===== src/rtl/iir_coeff_bank.sv =====
// Coefficient bank for the IIR integrator. Writes are collected in a shadow bank,
// and the complete set is copied into the active bank when the filter is enabled.
module iir_coeff_bank #(
    parameter int NUM_COEF = 5,
    parameter int COEF_W   = 32
) (
    input  logic                       clk,
    input  logic                       reset,
    input  logic                       en,
    input  logic                       enable_reg_select,
    input  logic [2:0]                 reg_select,
    input  logic [COEF_W-1:0]          coefficient,
    input  logic [2:0]                 rd_select,
    output logic [NUM_COEF*COEF_W-1:0] coef_active,
    output logic                       coef_valid,
    output logic                       commit_pulse,
    output logic [NUM_COEF-1:0]        written_mask,
    output logic [1:0]                 cfg_error,
    output logic [COEF_W-1:0]          rd_data
);
    // state      | meaning
    // ST_IDLE    | nothing written since reset
    // ST_LOADING | collecting shadow writes, set incomplete
    // ST_ARMED   | shadow set complete, waiting for en
    // ST_ACTIVE  | active bank committed, filter may run
    typedef enum logic [1:0] {
        ST_IDLE    = 2'd0,
        ST_LOADING = 2'd1,
        ST_ARMED   = 2'd2,
        ST_ACTIVE  = 2'd3
    } state_t;

    localparam logic [3:0]          NUM_COEF_L = 4'(NUM_COEF);
    localparam logic [NUM_COEF-1:0] MASK_FULL  = '1;

    state_t                             state_q, state_d;
    logic [NUM_COEF-1:0][COEF_W-1:0]    shadow_q, shadow_d;
    logic [NUM_COEF-1:0][COEF_W-1:0]    active_q, active_d;
    logic [NUM_COEF-1:0]                mask_q, mask_d;
    logic                               valid_q, valid_d;
    logic                               commit_q, commit_d;
    logic [1:0]                         err_q, err_d;
    logic [COEF_W-1:0]                  rd_q, rd_d;

    logic                               in_range;
    logic                               run_lock;
    logic                               wr_acc;
    logic [NUM_COEF-1:0]                wr_hit;
    logic [NUM_COEF-1:0]                mask_upd;

    always_comb begin
        in_range = ({1'b0, reg_select} < NUM_COEF_L);
        run_lock = (state_q == ST_ACTIVE) && en;
        wr_acc   = enable_reg_select && in_range && !run_lock;

        wr_hit   = '0;
        shadow_d = shadow_q;
        for (int k = 0; k < NUM_COEF; k++) begin
            if (wr_acc && (reg_select == 3'(k))) begin
                wr_hit[k]   = 1'b1;
                shadow_d[k] = coefficient;
            end
        end
        mask_upd = mask_q | wr_hit;

        state_d  = state_q;
        mask_d   = mask_upd;
        active_d = active_q;
        valid_d  = valid_q;
        commit_d = 1'b0;

        case (state_q)
            ST_IDLE: begin
                if (wr_acc)
                    state_d = (mask_upd == MASK_FULL) ? ST_ARMED : ST_LOADING;
            end
            ST_LOADING: begin
                if (mask_upd == MASK_FULL)
                    state_d = ST_ARMED;
            end
            ST_ARMED: begin
                // shadow_d already carries any same-cycle write, so the commit sees it
                if (en) begin
                    active_d = shadow_d;
                    valid_d  = 1'b1;
                    commit_d = 1'b1;
                    mask_d   = '0;
                    state_d  = ST_ACTIVE;
                end
            end
            ST_ACTIVE: begin
                mask_d = '0;
                if (wr_acc) begin
                    mask_d  = wr_hit;
                    state_d = (wr_hit == MASK_FULL) ? ST_ARMED : ST_LOADING;
                end
            end
            default: begin
                state_d = ST_IDLE;
                mask_d  = '0;
            end
        endcase

        err_d = err_q | {enable_reg_select && in_range && run_lock,
                         enable_reg_select && !in_range};

        rd_d = '0;
        for (int k = 0; k < NUM_COEF; k++) begin
            if (rd_select == 3'(k))
                rd_d = active_q[k];
        end
    end

    always_ff @(posedge clk) begin
        if (!reset) begin
            state_q  <= ST_IDLE;
            shadow_q <= '0;
            active_q <= '0;
            mask_q   <= '0;
            valid_q  <= 1'b0;
            commit_q <= 1'b0;
            err_q    <= '0;
            rd_q     <= '0;
        end else begin
            state_q  <= state_d;
            shadow_q <= shadow_d;
            active_q <= active_d;
            mask_q   <= mask_d;
            valid_q  <= valid_d;
            commit_q <= commit_d;
            err_q    <= err_d;
            rd_q     <= rd_d;
        end
    end

    assign coef_active  = active_q;
    assign coef_valid   = valid_q;
    assign commit_pulse = commit_q;
    assign written_mask = mask_q;
    assign cfg_error    = err_q;
    assign rd_data      = rd_q;

endmodule

===== config.mk =====
export PLATFORM = sky130hd
export DESIGN_NAME = iir_coeff_bank
export DESIGN_NICKNAME = d
export VERILOG_FILES = /design/src/rtl/iir_coeff_bank.sv
export SDC_FILE = /design/constraint.sdc
export NUM_CORES = 1
export LEC_CHECK = 0
export BUFFER_PORTS_ARGS = -buffer_cell sky130_fd_sc_hd__buf_2
export CORE_MARGIN = 5
export CORE_UTILIZATION = 50
export DETAILED_ROUTE_END_ITERATION = 7
export GPL_ROUTABILITY_DRIVEN = 1
export HOLD_SLACK_MARGIN = 0.05
export PLACE_DENSITY = 0.87
export SETUP_SLACK_MARGIN = 0.05
export SLEW_MARGIN = 15
export SYNTH_ARGS = -nofsm -noshare
export SYNTH_HDL_FRONTEND = slang
export SYNTH_SLANG_ARGS = --single-unit
export TNS_END_PERCENT = 30

===== constraint.sdc =====
create_clock -name clk -period 1.4 [get_ports clk]
set_input_delay 0.28 -clock clk [delete_from_list [all_inputs] [get_ports clk]]
set_output_delay 0.28 -clock clk [all_outputs]
set_load 0.01 [all_outputs]

==> metrics.csv <==
metric;value;unit
period_share;1.22;
dp_hpwl;25200;um
worst-r2r-cell-count;7;
cts_root_buffer;clkbuf_16;
synth_top_area_cell;dfxtp_1;
maxCapViolCount;0;
hold_viol;0;
final_cells;1965;
place_area;0.0149;mm2
yosys.cell_count.top_type;dfxtp_1;
cts_buffer_depth;3;
cts_tree;yes;
p_int;16.7;mW
antenna_left;0;
clockPowerShare;0.439;
power_frac_comb;0.074;
critPathKind;flop to flop;
irDropWorstVdd;0.000906;V
antenna_found_initial;1;
drt-vias-per-instance;6.06;
clock_skew;0.0106;ns
ys_async_sr_fraction;0;
seqPwrFrac;0.487;
die-height;171;um
finalSetupTns;-28.05;ns
syn_inst;1295;
grt_max_degree;72;
core_area;0.0253;mm2
setup_slack;-0.305;ns
final_cell_area;0.0182;mm2
setup_viol;313;
placed_cells;1846;
overflow;0;
slew_headroom;0.732;
drc;0;
p_sw;4.94;mW
final_util;0.719;
grt_pass1_vias;11115;
synth_compound_area_frac;0.121;
cp-end-kind;flop;
yosys-top-cells-area;dfxtp_1 (56%), mux2i_1 (14%), nor2_1 (5.1%), nand2_1 (5.1%), o21ai_0 (4.5%);
timing.fmax;586;MHz
grt_pass1_wl;62900;um
hp-class;input pin to flop;
drt-total-wl;48000;um
reg2reg_slack;-0.31;ns
track_usage;0.274;
boundaryPins;243;
drive_above_1_share;0.375;
die-area;0.0292;mm2
whs_endpoint;shadow_q[157];
fp-row-count;58;
slew_viol_final;0;
drt_iter0_drc;1251;
worst_pin_slew;0.397;ns
synth-xor-area-share;0;
start_kind;flop;
avgSynthCellArea;9.98;um2
start_util;0.510;
r2r_start;state_q[0];
synth_edf_count;0;
post-place-ws;-0.270;ns
synth.cell_area;0.0129;mm2
ctsHoldBuffers;0;
finish.net_count;1656;
min_path_cells;3;
switching_share;0.229;
syn2layout_area_growth;41.1;%
power.density;1190;mW/mm2
synth_warnings;0;
p_leak;7.94;nW
synthAdderAreaFrac;0;
synth_top_cell_area_share;0.563;
die_w;171;um
ys_types;36;
drtPass1Iterations;6;
synth_simple_gate_area_share;0.114;
ys_ff_latch;363;
htree_levels;2;
cts_sinks;363;
period_needed;1.71;ns
fin_worst_hold_slack;0.113;ns
synth.area.mux_share;0.160;
gp_congestion;0.867;
critical_path_required;1.78;ns
ys.flop_type;dfxtp_1;
num_vias;11900;
synth-seq-area-share;0.563;
synth_common_cells;dfxtp_1 (363), mux2i_1 (181), nor2_1 (177);
total_power;21.6;mW
hold_start;coefficient[29];
clkSlewWorstSetupHoldPaths;0.07;ns
clock_latency;0.52;ns
synth_top_family_by_area;multiplexers;
syn_nets;1337;
portBuffers;242;
status;finished, violations left;
arrival;2.09;ns
failed_checks;negative setup slack;
reg2reg_to;coef_active[141];
numCtsBuffers;36;
wire_per_inst;24.4;um
path_max_fanout;8;
grt_setup_unrepaired;yes;
==> worst max-delay path, cell delays in order, from the launching register on <==
cell       delay (ns)
dfxtp_4          0.37
nand3_4          0.09
buf_4            0.16
nand4_4          0.10
buf_8            0.15
clkbuf_16        0.19
mux2i_1          0.32
o21ai_0          0.18
==> flip-flops by register name (all words and copies together) (netlist names) <==
name          flops
commit_pulse      1
shadow_q        160
coef_active     160
cfg_error         2
coef_valid        1
rd_data          32
written_mask      5
state_q           2
==> worst max path at each step <==
| stage | endpoint | start | depth (start not counted) |
|---|---|---|---|
| floorplan | coef_active[100] | state_q[1] | 7 |
| global placement | rd_data[25] | rd_select[0] | 5 |
| detailed placement | coef_active[16] | reg_select[1] | 7 |
| CTS | coef_active[63] | state_q[1] | 5 |
| global route | coef_active[140] | state_q[0] | 7 |
| finish | coef_active[141] | state_q[0] | 7 |
==> cell type report <==
class	instances	area (um2)
Sequential cell	363	7270
Tap cell	330	413
Inverter	4	17.5
Clock inverter	8	97.6
Antenna cell	1	2.50
Timing Repair Buffer	376	3230
Multi-Input combinational cell	833	6150
Clock buffer	50	1030
Fill cell	1530	7100
==> power groups by stage <==
stage / clock network [mW] / registers (mW) / logic, mW
after detailed placement: 0 / 10.7 / 1.11
final: 9.48 / 10.5 / 1.60
after CTS: 9.46 / 10.5 / 1.25
after floorplan: 0 / 10.7 / 0.608
after global routing: 9.94 / 10.5 / 1.65
after global placement: 0 / 10.7 / 1.08
==> what timing repair did <==
action	4_1_cts	5_1_grt
gates cloned	12	25
pin swaps	22	18
endpoints found under the setup margin	345	423
gates resized for setup	151	207
buffers inserted	11	15
==> cells in the final DEF, fill, tap and decap left out, types with 5 or more instances in the layout <==
| master | n |
|---|---|
| mux2i_4 | 45 |
| nand2_4 | 5 |
| buf_4 | 49 |
| clkbuf_8 | 6 |
| mux2i_2 | 44 |
| a21oi_1 | 26 |
| o21ai_2 | 37 |
| clkbuf_16 | 53 |
| a22oi_1 | 11 |
| nor2_1 | 172 |
| buf_2 | 242 |
| a2bb2oi_1 | 42 |
| mux2i_1 | 92 |
| buf_6 | 19 |
| nand2_1 | 151 |
| o21ai_1 | 113 |
| dfxtp_1 | 361 |
| clkbuf_1 | 7 |
| nor2_2 | 5 |
| o21ai_0 | 31 |
| buf_8 | 6 |
| mux4_2 | 11 |
| buf_12 | 35 |
| nand2_2 | 19 |
| buf_16 | 9 |
==> layer usage <==
| metal | GRT usage | up-vias | share of wire |
|---|---|---|---|
| li1 | - | 5088 | - |
| met1 | 0.355 | 5752 | 0.37 |
| met2 | 0.445 | 862 | 0.47 |
| met3 | 0.0582 | 198 | 0.10 |
| met4 | 0.120 | 0 | 0.055 |
| met5 | 0 | - | 0 |
==> cells by family after synthesis <==
group                  after synthesis
AOI/OAI and AO/OA                  270
muxes                              193
DFF                                363
buffers and inverters              102
and+or+nand+nor                    367
(Power assumes the default switching activity.)
